===== config.mk =====
export PLATFORM = sky130hd
export DESIGN_NAME = fb_triple_sched_flat
export DESIGN_NICKNAME = d
export VERILOG_FILES = /design/src/rtl/fb_sched_pkg.sv /design/src/rtl/fb_triple_sched_if.sv /design/src/rtl/fb_sat_cnt.sv /design/src/rtl/fb_triple_sched.sv /design/src/flat_wrapper.sv
export SDC_FILE = /design/constraint.sdc
export NUM_CORES = 1
export LEC_CHECK = 0
export BUFFER_PORTS_ARGS = -buffer_cell sky130_fd_sc_hd__buf_2
export CORE_ASPECT_RATIO = 1.5
export CORE_UTILIZATION = 40
export CTS_CLUSTER_DIAMETER = 80
export DETAILED_ROUTE_END_ITERATION = 8
export GPL_TIMING_DRIVEN = 0
export PLACE_DENSITY_LB_ADDON = 0.12
export SKIP_LAST_GASP = 1
export SLEW_MARGIN = 20
export SYNTH_ARGS = -nofsm -noshare
export SYNTH_HDL_FRONTEND = slang
export SYNTH_HIERARCHICAL = 1
export SYNTH_SLANG_ARGS = --single-unit

===== constraint.sdc =====
create_clock -name clk_sys -period 4.7 [get_ports clk_sys]
set_clock_uncertainty 0.15 [all_clocks]
set_input_delay 0.705 -clock clk_sys [delete_from_list [all_inputs] [get_ports clk_sys]]
set_output_delay 0.705 -clock clk_sys [all_outputs]
set_load 0.03 [all_outputs]

===== src/rtl/fb_sched_pkg.sv =====
// Shared types for the triple-buffer frame scheduler.
//   NUM_BUFS   : number of frame buffers rotated between writer and reader
//   buf_idx_t  : 2-bit buffer index
//   wr_state_e : writer FSM states
package fb_sched_pkg;

    localparam int NUM_BUFS = 3;

    typedef logic [1:0] buf_idx_t;

    typedef enum logic [1:0] {
        ST_IDLE    = 2'd0,
        ST_ARMED   = 2'd1,
        ST_WRITING = 2'd2
    } wr_state_e;

endpackage


===== src/rtl/fb_triple_sched_if.sv =====
// Writer/reader handshake bundle of the triple-buffer scheduler.
//   master : scheduler side (drives wr_dma_start, addresses, rd_buf_valid)
//   slave  : writer DMA / display reader side (drives frame pulses)
interface fb_triple_sched_if #(
    parameter int ADDR_WIDTH = 24
);
    logic                  wr_frame_start;
    logic                  wr_frame_done;
    logic                  wr_dma_start;
    logic [ADDR_WIDTH-1:0] wr_base_addr;
    logic                  rd_frame_req;
    logic [ADDR_WIDTH-1:0] rd_base_addr;
    logic                  rd_buf_valid;

    modport master (
        input  wr_frame_start, wr_frame_done, rd_frame_req,
        output wr_dma_start, wr_base_addr, rd_base_addr, rd_buf_valid
    );

    modport slave (
        output wr_frame_start, wr_frame_done, rd_frame_req,
        input  wr_dma_start, wr_base_addr, rd_base_addr, rd_buf_valid
    );
endinterface


===== src/rtl/fb_sat_cnt.sv =====
// Saturating up-counter: counts inc_i pulses, sticks at all-ones.
//   clk_sys, rst_sys_n : clock, async active-low reset (clears to 0)
//   inc_i              : increment request for this cycle
//   cnt_o              : current count
module fb_sat_cnt #(
    parameter int CNT_WIDTH = 16
) (
    input  logic                 clk_sys,
    input  logic                 rst_sys_n,
    input  logic                 inc_i,
    output logic [CNT_WIDTH-1:0] cnt_o
);
    logic [CNT_WIDTH-1:0] cnt_q;
    logic [CNT_WIDTH-1:0] cnt_d;

    always_comb begin
        cnt_d = cnt_q;
        if (inc_i && (cnt_q != '1)) cnt_d = cnt_q + CNT_WIDTH'(1);
    end

    always_ff @(posedge clk_sys or negedge rst_sys_n) begin
        if (!rst_sys_n) cnt_q <= '0;
        else            cnt_q <= cnt_d;
    end

    assign cnt_o = cnt_q;
endmodule


===== src/rtl/fb_triple_sched.sv =====
// Triple-buffer frame scheduler between a writer DMA and a display reader.
// Writer index W, latest-complete index L and reader index R always hold
// the three distinct buffers 0..2.
//   clk_sys, rst_sys_n   : clock, async active-low reset
//   cfg_enable           : run enable; low returns to idle with reset indices
//   cfg_base_addr        : address of buffer 0
//   cfg_frame_stride     : byte distance between buffers
//   bus (master)         : frame start/done/req in; dma start, addresses,
//                          rd_buf_valid out
//   stat_dropped         : completed frames overwritten before being read
//   stat_sync_err        : frame starts seen while already writing
//   stat_wr_idx/rd_idx   : current writer / reader buffer index
module fb_triple_sched
    import fb_sched_pkg::*;
#(
    parameter int ADDR_WIDTH = 24,
    parameter int CNT_WIDTH  = 16
) (
    input  logic                  clk_sys,
    input  logic                  rst_sys_n,
    input  logic                  cfg_enable,
    input  logic [ADDR_WIDTH-1:0] cfg_base_addr,
    input  logic [ADDR_WIDTH-1:0] cfg_frame_stride,
    fb_triple_sched_if.master     bus,
    output logic [CNT_WIDTH-1:0]  stat_dropped,
    output logic [CNT_WIDTH-1:0]  stat_sync_err,
    output buf_idx_t              stat_wr_idx,
    output buf_idx_t              stat_rd_idx
);
    localparam buf_idx_t W_RST = 2'd0;
    localparam buf_idx_t L_RST = 2'd1;
    localparam buf_idx_t R_RST = 2'd2;

    function automatic logic [ADDR_WIDTH-1:0] buf_addr(
        input logic [ADDR_WIDTH-1:0] base,
        input logic [ADDR_WIDTH-1:0] stride,
        input buf_idx_t              idx
    );
        return base + stride * {{(ADDR_WIDTH-2){1'b0}}, idx};
    endfunction

    wr_state_e             st_q, st_d;
    buf_idx_t              w_q, w_d, l_q, l_d, r_q, r_d;
    logic                  rdy_q, rdy_d;
    logic                  vld_q, vld_d;
    logic                  dma_q, dma_d;
    logic [ADDR_WIDTH-1:0] wa_q, wa_d, ra_q, ra_d;
    logic                  drop_inc, sync_inc;

    always_comb begin
        st_d     = st_q;
        w_d      = w_q;
        l_d      = l_q;
        r_d      = r_q;
        rdy_d    = rdy_q;
        vld_d    = vld_q;
        dma_d    = 1'b0;
        wa_d     = wa_q;
        ra_d     = ra_q;
        drop_inc = 1'b0;
        sync_inc = 1'b0;

        if (!cfg_enable) begin
            // IDLE is only ever entered with reset indices, so nothing to redo there
            if (st_q != ST_IDLE) begin
                st_d  = ST_IDLE;
                w_d   = W_RST;
                l_d   = L_RST;
                r_d   = R_RST;
                rdy_d = 1'b0;
                vld_d = 1'b0;
                wa_d  = buf_addr(cfg_base_addr, cfg_frame_stride, W_RST);
                ra_d  = buf_addr(cfg_base_addr, cfg_frame_stride, R_RST);
            end
        end else begin
            unique case (st_q)
                ST_IDLE: begin
                    // enable latches the current address config
                    st_d = ST_ARMED;
                    wa_d = buf_addr(cfg_base_addr, cfg_frame_stride, w_q);
                    ra_d = buf_addr(cfg_base_addr, cfg_frame_stride, r_q);
                end
                ST_ARMED: begin
                    if (bus.wr_frame_start) begin
                        st_d  = ST_WRITING;
                        dma_d = 1'b1;
                    end
                end
                ST_WRITING: begin
                    if (bus.wr_frame_done) begin
                        // The free buffer is always L (indices are a permutation),
                        // so the writer simply trades places with L whether or not
                        // L still holds an unread frame.
                        st_d     = ST_ARMED;
                        l_d      = w_q;
                        w_d      = l_q;
                        rdy_d    = 1'b1;
                        vld_d    = 1'b1;
                        drop_inc = rdy_q;
                        wa_d     = buf_addr(cfg_base_addr, cfg_frame_stride, l_q);
                    end else if (bus.wr_frame_start) begin
                        dma_d    = 1'b1;
                        sync_inc = 1'b1;
                    end
                end
                default: st_d = ST_IDLE;
            endcase

            // Read sees the post-done view, so a coincident done hands the
            // just-finished buffer straight to the reader.
            if ((st_q != ST_IDLE) && bus.rd_frame_req && rdy_d) begin
                r_d   = l_d;
                l_d   = r_q;
                rdy_d = 1'b0;
                ra_d  = buf_addr(cfg_base_addr, cfg_frame_stride, r_d);
            end
        end
    end

    always_ff @(posedge clk_sys or negedge rst_sys_n) begin
        if (!rst_sys_n) begin
            st_q  <= ST_IDLE;
            w_q   <= W_RST;
            l_q   <= L_RST;
            r_q   <= R_RST;
            rdy_q <= 1'b0;
            vld_q <= 1'b0;
            dma_q <= 1'b0;
            wa_q  <= '0;
            ra_q  <= '0;
        end else begin
            st_q  <= st_d;
            w_q   <= w_d;
            l_q   <= l_d;
            r_q   <= r_d;
            rdy_q <= rdy_d;
            vld_q <= vld_d;
            dma_q <= dma_d;
            wa_q  <= wa_d;
            ra_q  <= ra_d;
        end
    end

    fb_sat_cnt #(.CNT_WIDTH(CNT_WIDTH)) u_cnt_drop (
        .clk_sys   (clk_sys),
        .rst_sys_n (rst_sys_n),
        .inc_i     (drop_inc),
        .cnt_o     (stat_dropped)
    );

    fb_sat_cnt #(.CNT_WIDTH(CNT_WIDTH)) u_cnt_sync (
        .clk_sys   (clk_sys),
        .rst_sys_n (rst_sys_n),
        .inc_i     (sync_inc),
        .cnt_o     (stat_sync_err)
    );

    assign bus.wr_dma_start = dma_q;
    assign bus.wr_base_addr = wa_q;
    assign bus.rd_base_addr = ra_q;
    assign bus.rd_buf_valid = vld_q;
    assign stat_wr_idx      = w_q;
    assign stat_rd_idx      = r_q;
endmodule


===== src/flat_wrapper.sv =====
// flat-port wrapper written by rule: the top's interface ports become plain ports
module fb_triple_sched_flat import fb_sched_pkg::*;
#(
    parameter int ADDR_WIDTH = 24,
    parameter int CNT_WIDTH  = 16
)
  (clk_sys, rst_sys_n, cfg_enable, cfg_base_addr, cfg_frame_stride, stat_dropped, stat_sync_err, stat_wr_idx, stat_rd_idx, bus_wr_frame_start, bus_wr_frame_done, bus_rd_frame_req, bus_wr_dma_start, bus_wr_base_addr, bus_rd_base_addr, bus_rd_buf_valid);
  fb_triple_sched_if #(.ADDR_WIDTH(ADDR_WIDTH)) bus_i ();
  input  logic clk_sys;
  input  logic rst_sys_n;
  input  logic cfg_enable;
  input  logic [ADDR_WIDTH-1:0] cfg_base_addr;
  input  logic [ADDR_WIDTH-1:0] cfg_frame_stride;
  output logic [CNT_WIDTH-1:0] stat_dropped;
  output logic [CNT_WIDTH-1:0] stat_sync_err;
  output buf_idx_t stat_wr_idx;
  output buf_idx_t stat_rd_idx;
  input wire logic [$bits(bus_i.wr_frame_start)-1:0] bus_wr_frame_start;
  input wire logic [$bits(bus_i.wr_frame_done)-1:0] bus_wr_frame_done;
  input wire logic [$bits(bus_i.rd_frame_req)-1:0] bus_rd_frame_req;
  output wire logic [$bits(bus_i.wr_dma_start)-1:0] bus_wr_dma_start;
  output wire logic [$bits(bus_i.wr_base_addr)-1:0] bus_wr_base_addr;
  output wire logic [$bits(bus_i.rd_base_addr)-1:0] bus_rd_base_addr;
  output wire logic [$bits(bus_i.rd_buf_valid)-1:0] bus_rd_buf_valid;
  assign bus_i.wr_frame_start = bus_wr_frame_start;
  assign bus_i.wr_frame_done = bus_wr_frame_done;
  assign bus_i.rd_frame_req = bus_rd_frame_req;
  assign bus_wr_dma_start = bus_i.wr_dma_start;
  assign bus_wr_base_addr = bus_i.wr_base_addr;
  assign bus_rd_base_addr = bus_i.rd_base_addr;
  assign bus_rd_buf_valid = bus_i.rd_buf_valid;
  fb_triple_sched #(.ADDR_WIDTH(ADDR_WIDTH), .CNT_WIDTH(CNT_WIDTH)) u_core (.clk_sys(clk_sys), .rst_sys_n(rst_sys_n), .cfg_enable(cfg_enable), .cfg_base_addr(cfg_base_addr), .cfg_frame_stride(cfg_frame_stride), .bus(bus_i), .stat_dropped(stat_dropped), .stat_sync_err(stat_sync_err), .stat_wr_idx(stat_wr_idx), .stat_rd_idx(stat_rd_idx));
endmodule

# Word-level counts from Yosys, hierarchy flattened
# Cells that the tools add are included.
# classes
add_sub_neg	7
mul	4
n_eq_ne	11
mux	43
n_reduce_logical	12
# op_table
op	count
2-to-1 mux 24 bit	7
adder 24 bit	5
multiplier 24 x 2 -> 24 bit	4
one-hot mux 24 bit (2 select lines)	1
adder 16 x 1 -> 16 bit, second input constant	2
2-to-1 mux 2 bit	16
!= test 16 bit, second input constant	2
2-to-1 mux 1 bit	17
AND reduction 3 bit	3
!= test 2 x 1 -> 1 bit, second input constant	3
!= test 3 x 1 -> 1 bit, second input constant	2
!= test 3 bit, second input constant	2
one-hot mux 2 bit (3 select lines)	1
logical AND 1 bit	4
AND reduction 2 bit	2
nonzero test 2 bit	2
== test 2 x 1 -> 1 bit, second input constant	1
== test 2 bit, second input constant	1
zero test 2 bit	1
one-hot mux 1 bit (2 select lines)	1
# totals
ff_bits	91
inputBits	54
output_inout_bits	86

# Depth between registers and ports, before layout
# Gate-level depths: netlist of the first run.
# depth
depth_word	7
depth_mapped	18
mapped_depth_nobuf	18

# Modules after synthesis
# Netlist of the first run, hierarchy kept.
# modules_own_cells
module	instances	cells_each	area_each_um2
fb_triple_sched	1	1652	12253.0
fb_sat_cnt	2	72	859.6

# Worst setup path after synthesis of the first run
# OpenSTA, ideal clock, no wires.
# synth_timing
kind	register -> register
start	register u_core.st_q[0]
end	register u_core.ra_q[23] (netlist: u_core/bus.rd_base_addr[23])
setup_time_ps	124
arrival_ps	4064
required_time_ps	4426
setup_slack_ps	362
stages_incl_launch_ff	18
synth_period_minus_slack_ps	4338
cell_sequence	dfrtp_1 -> inv_1 -> ha_1 -> nand2_1 -> mux2_2 -> clkbuf_1 -> nand2_1 -> fa_1 -> inv_1 -> ha_1 -> o21ai_1 -> a21o_1 -> o311a_1 -> a21oi_1 -> a21oi_1 -> o211ai_1 -> mux2_2 -> a211o_1
# synth_via
elab_chain_len	7
elab_cells_between_ends	16
# synth_rtl
element	line_no	rtl
from (decl)	fb_triple_sched.sv:42	wr_state_e st_q, st_d;
from (signal assigned)	fb_triple_sched.sv:132	st_q <= st_d;
== test 2 bit	fb_triple_sched.sv:76	unique case (st_q)
2-to-1 mux 2 bit	fb_triple_sched.sv:76	
2-to-1 mux 2 bit	fb_triple_sched.sv:63	if (!cfg_enable) begin
multiplier 24 x 2 -> 24 bit	fb_triple_sched.sv:39	return base + stride * {{(ADDR_WIDTH-2){1'b0}}, idx};
adder 24 bit	fb_triple_sched.sv:39	
2-to-1 mux 24 bit	fb_triple_sched.sv:111	if ((st_q != ST_IDLE) && bus.rd_frame_req && rdy_d) begin
2-to-1 mux 24 bit	fb_triple_sched.sv:63	
to (signal assigned)	fb_triple_sched.sv:140	ra_q <= ra_d;
to (decl)	fb_triple_sched.sv:47	logic [ADDR_WIDTH-1:0] wa_q, wa_d, ra_q, ra_d;
# Several ways; a longest one is shown, not always the timed one. The select of a mux whose other input is x is not followed.
# A chain may end at the register's enable or synchronous reset.

# Final worst setup path of the first run
# layout_timing
start	register u_core.st_q[0]
end	register u_core.ra_q[16] (netlist: u_core/bus.rd_base_addr[16])
# The elaborated chain is that of the path after synthesis.

==> results.txt, run 1 <==
status -> complete, no violations
Area growth syn-to-layout -> 11.6%
Hold Crit Class -> primary input to async pin
DP HPWL -> 41500 um
Net Sw Frac -> 55.2%
Peak VDD IR -> 0.328 mV
Post-synth EDFFs -> 0
total track usage -> 28.8%
max-cap violation count -> 0
I/O Pins -> 140
Pleak -> 0.00775 uW
utilization after layout -> 45.5%
Slew headroom -> 25.8%
antenna viol nets, final -> 0
leading area contributor after synthesis -> dfrtp_1
global route overflow -> 0
hold_ws -> 112 ps
count leader, synth -> nand2_1
TritonRoute pass-1 iters -> 5
vias in the first global route -> 13500
power share of the combinational group -> 77.1%
die area -> 35700 um2
syn nets -> 2063
antenna cells -> 0
Slew @ Worst Pin -> 1110 ps
largest net degree at the start of global routing -> 50
root buf cell -> clkbuf_16
Final period util -> 97.2%
final net count -> 2213
crit-path max FO -> 5
routed len/inst -> 21.3 um
RSZ-0062 raised after global routing -> true
CTS Buf Count -> 9
Yosys top cell area share -> 15.9%
final setup vio count -> 0
Reg clk slew, reported paths -> 80 ps
R2R setup slack -> 130 ps
PD cells -> 564 nW/um2
Initial Util -> 40.8%
Setup WS post-layout -> 133 ps
critical path data arrival time -> 4740 ps
async set-reset flop share out of synthesis -> 100%
Clock Path Buffers -> 2
Flop pwr share -> 14.6%
# DRC -> 0
CP required -> 4880 ps
Port Buf Inserts -> 136
Placer Congestion -> 0.950
Pins Over Slew Limit -> 0
largest cells by area after synthesis -> dfrtp_1 16%, fa_1 13%, ha_1 11%
dpl cells -> 2358
Iter 0 DRT Violations -> 728
H-tree depth -> 3
pre-CTS setup slack -> -429 ps
CP endpoint kind -> flop
final WL -> 50500 um
TritonCTS clock tree -> built
Fmax achieved -> 0.219 GHz
clk sink count -> 91
commonest register cell after synthesis -> dfrtp_1
share of layout cells above drive strength 1 -> 11.5%
sw power -> 4850 uW
chip width -> 155 um
Cell Area, Synth -> 14000 um2
vias per std cell -> 5.76
commonest cells in the netlist -> 284 x nand2_1, 231 x inv_1, 120 x ha_1
Clk pwr share -> 8.3%
Netlist cell types -> 93
min Tclk post-route -> 4570 ps
sequential-to-total area share from yosys stat -> 16.3%
Ys Warns -> 6
synthesized netlist cell count -> 1796
initial antenna violation count -> 0
internal power -> 3940 uW
first-pass GRT wire length -> 76600 um
core area -> 34300 um2
FP Rows -> 83
Die Ht -> 231 um
clock insertion delay at the later pin of the skew report -> 390 ps
fin cells -> 2376
Fin. Hold Viols -> 0
CP Launch Type -> flop
CP Class -> flop to flop
syn avg cell area -> 7.78 um2
FF+latch count, synth -> 91
via count -> 13700
## sequential cells by signal (all words and copies together) (netlist names)
signal and count:
u_core/bus.rd_base_addr 24, u_core/u_cnt_sync/cnt_o 16, u_core/l_q 2, u_core/u_cnt_drop/cnt_o 16, u_core/bus.wr_dma_start 1, u_core/bus.rd_buf_valid 1, u_core/bus.wr_base_addr 24, u_core/stat_rd_idx 2
u_core/stat_wr_idx 2, u_core/st_q 2, u_core/rdy_q 1
## per-layer routing
layer  vias to the layer above  wire [um]  track usage [%]
li1                       6498          -                -
met1                      6637      19400             31.5
met2                       438      25900             52.9
met3                       122       2200             3.21
met4                         2       3000             17.5
met5                         -          6                0
## worst max-delay path, cell delays in order, from the launching register on
cell	delay (ps)
dfrtp_1	430
inv_2	120
ha_4	190
nand2_2	110
mux2_4	280
buf_4	140
nand2_1	70
fa_1	600
inv_1	60
ha_1	300
a211oi_1	350
o211ai_1	240
a311oi_2	300
buf_4	180
o21ai_1	90
a41o_1	280
xnor2_1	120
a221oi_1	310
a21o_1	160
## final cells by class
type                       count  area [um2]
inverter                     232         871
sequential                    91        2280
multi-input combinational   1393       10600
buffer                        75         302
clock inverter                 6        41.3
clock buffer                  10         229
timing repair buffer         144         767
tap                          425         532
fill                        3588       18700
## what timing repair did
item	4_1_cts	5_1_grt
setup endpoints to repair	11	15
gates cloned	0	0
hold endpoints to repair	0	0
buffers inserted	5	2
hold buffers	0	0
resized for setup	11	10
pin swaps	2	4
## path summary, 6_finish.rpt
path,from,cells after the start,to
worst max-delay path,u_core/st_q[0],18,u_core/bus.rd_base_addr[16]
worst min-delay path,rst_sys_n,1,u_core/u_cnt_drop/cnt_o[0]
worst max register to register,u_core/st_q[0],18,u_core/bus.rd_base_addr[16]
worst min register to register,u_core/bus.wr_base_addr[1],2,u_core/bus.wr_base_addr[1]
max in group asynchronous,rst_sys_n,2,u_core/stat_rd_idx[1]
min in group clk_sys,u_core/bus.wr_base_addr[1],2,u_core/bus.wr_base_addr[1]
## per-stage QoR
stage | TNS, ps | total power, uW | cell area (um2)
floorplan | 0 | 6080 | 14000
global placement | -1910 | 7830 | 15200
detailed placement | -2100 | 7910 | 15200
CTS | 0 | 8750 | 15600
global route | -147 | 9540 | 15600
finish | 0 | 8790 | 15600
## cell usage in the layout, fill, tap and decap left out, types with 8 or more instances in the layout
cell       Yosys  routed
a211o_1        9       9
a211oi_1      23      22
a21o_1        44      44
a21oi_1      106     105
a221oi_1       8       8
a31oi_1       18      18
and2_1        10      10
and3_1        18      18
buf_1         21      21
buf_2          0     136
clkbuf_1      57      48
clkbuf_16      0       9
dfrtp_1       89      89
fa_1          93      93
ha_1         120     119
inv_1        231     230
mux2i_1       16      16
nand2_1      284     283
nand2b_1      11      10
nand3_1       47      47
nand4_1       19      19
nor2_1        89      89
nor2b_1       16      16
nor3_1        17      17
nor3b_1       11      10
o211ai_1      29      29
o21a_1        29      29
o21ai_0       58      58
o21ai_1       44      44
o21bai_1      14      14
o22ai_1        9       9
or3_1         15      15
xnor2_1       66      66
xor2_1        37      37
## cells by family after synthesis
kind of cell               share of synthesized area (%)
DFF                                                 16.3
and+or+nand+nor                                     20.2
AOI/OAI and AO/OA                                   22.7
xor gates and xnor gates                            6.46
buffers and inverters                               8.46
muxes                                               1.79
adders and majority gates                           24.1
## power groups by stage
stage | combinational, uW | clock [uW] | sequential (uW)
4_1_cts | 6760 | 755 | 1230
5_1_grt | 7450 | 777 | 1310
6_report | 6770 | 734 | 1280
2_1_floorplan | 4430 | 0 | 1660
3_3_place_gp | 6590 | 0 | 1240
3_5_place_dp | 6670 | 0 | 1240
Power figures use the tool's default switching activity.
==> run 2: changes to the inputs <==
--- a/config.mk
+++ b/config.mk
@@ -7,7 +7,7 @@
 export LEC_CHECK = 0
 export BUFFER_PORTS_ARGS = -buffer_cell sky130_fd_sc_hd__buf_2
 export CORE_ASPECT_RATIO = 1.5
-export CORE_UTILIZATION = 40
+export CORE_UTILIZATION = 60
 export CTS_CLUSTER_DIAMETER = 80
 export DETAILED_ROUTE_END_ITERATION = 8
 export GPL_TIMING_DRIVEN = 0
==> results.txt, run 2 (synthesized netlist as in run 1, its figures left out) <==
design area -> 15400 um2 (-0.92%)
clk sink count -> 91 (unchanged)
Flop pwr share -> 14.3% (-0.3 points)
commonest non-fill, non-tap cells in the layout -> 283 x nand2_1, 230 x inv_1, 135 x buf_2, 118 x ha_1, 104 x a21oi_1
commonest non-fill, non-tap cell in the layout -> nand2_1
# DRC -> 0 (unchanged)
routed len/inst -> 20.8 um (-2.3%)
FP Rows -> 68 (-18%)
global route overflow -> 0 (unchanged)
largest net degree at the start of global routing -> 73 (+46%)
Net Sw Frac -> 54.6% (-0.53 points)
I/O Pins -> 140 (unchanged)
Clk pwr share -> 8.4% (about the same)
final WL -> 46400 um (-8.1%)
Hold Crit Class -> primary input to async pin
Peak VDD IR -> 0.345 mV (+5.3%)
sw power -> 4780 uW (-1.4%)
multi-input logic area -> 10600 um2 (about the same)
# fillers -> 2062 (-43%)
Placer Congestion -> 0.988 (+4.0%)
Clock Path Buffers -> 2 (unchanged)
CP Class -> flop to flop
Post-DP Area -> 15000 um2 (-1.2%)
Fin. Hold Viols -> 0 (unchanged)
Die Ht -> 189 um (-18%)
DP HPWL -> 37600 um (-9.4%)
power share of the combinational group -> 77.3% (+0.2 points)
total track usage -> 39.5% (+11 points)
Iter 0 DRT Violations -> 1052 (+45%)
initial antenna violation count -> 0 (unchanged)
final setup vio count -> 0 (unchanged)
chip width -> 127 um (-18%)
Slew @ Worst Pin -> 1200 ps (+95.8 ps)
TritonCTS clock tree -> built
TritonRoute pass-1 iters -> 5 (unchanged)
vias per std cell -> 6.28 (+9.0%)
Pins Over Slew Limit -> 0 (unchanged)
max-cap violation count -> 0 (unchanged)
Slew headroom -> 19.4% (-6.4 points)
H-tree depth -> 3 (unchanged)
CP required -> 4820 ps (-60 ps)
core area -> 23000 um2 (-33%)
CTS Buf Count -> 9 (unchanged)
Fmax achieved -> 0.217 GHz (-1.1%)
CP Launch Type -> flop
vias in the first global route -> 13700 (+1.2%)
utilization after layout -> 67.2% (+22 points)
final net count -> 2218 (+0.23%)
Area growth syn-to-layout -> 10.5%
pre-CTS setup slack -> -531 ps (-103 ps)
critical path data arrival time -> 4740 ps (about the same)
Initial Util -> 60.8% (+20 points)
Port Buf Inserts -> 136 (unchanged)
Reg clk slew, reported paths -> 80 ps (about the same)
Power Total -> 8760 uW (-0.40%)
clock insertion delay at the later pin of the skew report -> 380 ps (about the same)
die area -> 23900 um2 (-33%)
antenna cells -> 0 (unchanged)
antenna viol nets, final -> 0 (unchanged)
CP endpoint kind -> flop
Final period util -> 98.2% (+1.1 points)
Pleak -> 0.00779 uW (+0.45%)
# hold bufs at CTS -> 0 (unchanged)
share of layout cells above drive strength 1 -> 11.8% (+0.28 points)
internal power -> 3970 uW (+0.77%)
PD cells -> 567 nW/um2 (+0.52%)
status -> complete, no violations
Setup WS post-layout -> 83.3 ps (-50.1 ps)
first-pass GRT wire length -> 71400 um (-6.8%)
crit-path max FO -> 7 (+2)
R2R cell count -> 18 (unchanged)
min Tclk post-route -> 4620 ps (+50.1 ps)
via count -> 14000 (+2.6%)
root buf cell -> clkbuf_16
Seq. cell area -> 2280 um2 (about the same)
run 2: repair_timing:
action | CTS | global route
resized for setup | 10 | 13
pin swaps | 0 | 4
setup endpoints to repair | 14 | 13
buffers inserted | 0 | 11
run 2: power groups by stage:
stage	clock [uW]	combinational [uW]	sequential, uW
global route	763	7390	1280
detailed placement	0	6570	1220
global placement	0	6470	1210
CTS	742	6610	1230
floorplan	0	4430	1660
finish	735	6770	1250
run 2: layer usage:
| metal | GRT usage (%) | wire length [um] |
|---|---|---|
| met5 | 0 | 0 |
| met4 | 33.7 | 4160 |
| met3 | 4.49 | 2750 |
| met2 | 69.4 | 22800 |
| met1 | 42.2 | 16700 |
run 2: path summary, 6_finish.rpt:
kind                                          endpoint  slack (ps)                        from
setup / recovery           u_core/bus.rd_base_addr[23]          80              u_core/st_q[0]
hold / removal             u_core/bus.wr_base_addr[12]          20                   rst_sys_n
setup reg to reg           u_core/bus.rd_base_addr[23]          80              u_core/st_q[0]
hold reg to reg             u_core/bus.wr_base_addr[7]         340  u_core/bus.wr_base_addr[7]
max in group asynchronous        u_core/stat_rd_idx[1]        3680                   rst_sys_n
min in group clk_sys        u_core/bus.wr_base_addr[7]         340  u_core/bus.wr_base_addr[7]
run 2: cell type report:
cell class,count,share of cell area [%]
Buffer,76,1.97
Multi-Input combinational cell,1393,68.4
Inverter,232,5.65
Tap cell,280,2.27
Clock inverter,5,0.235
Clock buffer,11,1.57
Timing Repair Buffer,148,5.16
Sequential cell,91,14.8
run 2: critical path, stage by stage (launching register included):
cell and delay (ps):
dfrtp_2 450, inv_4 90, ha_4 190, nand2_2 110, mux2_4 390, nand2_1 120
fa_1 410, inv_1 70, ha_2 200, inv_1 60, fa_1 380, nand2b_4 170
a211oi_2 280, o211ai_1 190, a21oi_2 290, a21oi_2 110, o211ai_1 200, mux2_2 360
a211o_1 280
run 2: stage by stage:
step / hold slack, ps / setup TNS (ps) / std cells
2_1_floorplan: 259 / 0 / 1796
3_3_place_gp: 318 / -3360 / 2212
3_5_place_dp: 329 / -3190 / 2213
4_1_cts: 23.8 / -148 / 2228
5_1_grt: 37.9 / -9.63 / 2236
6_report: 23.0 / 0 / 2236
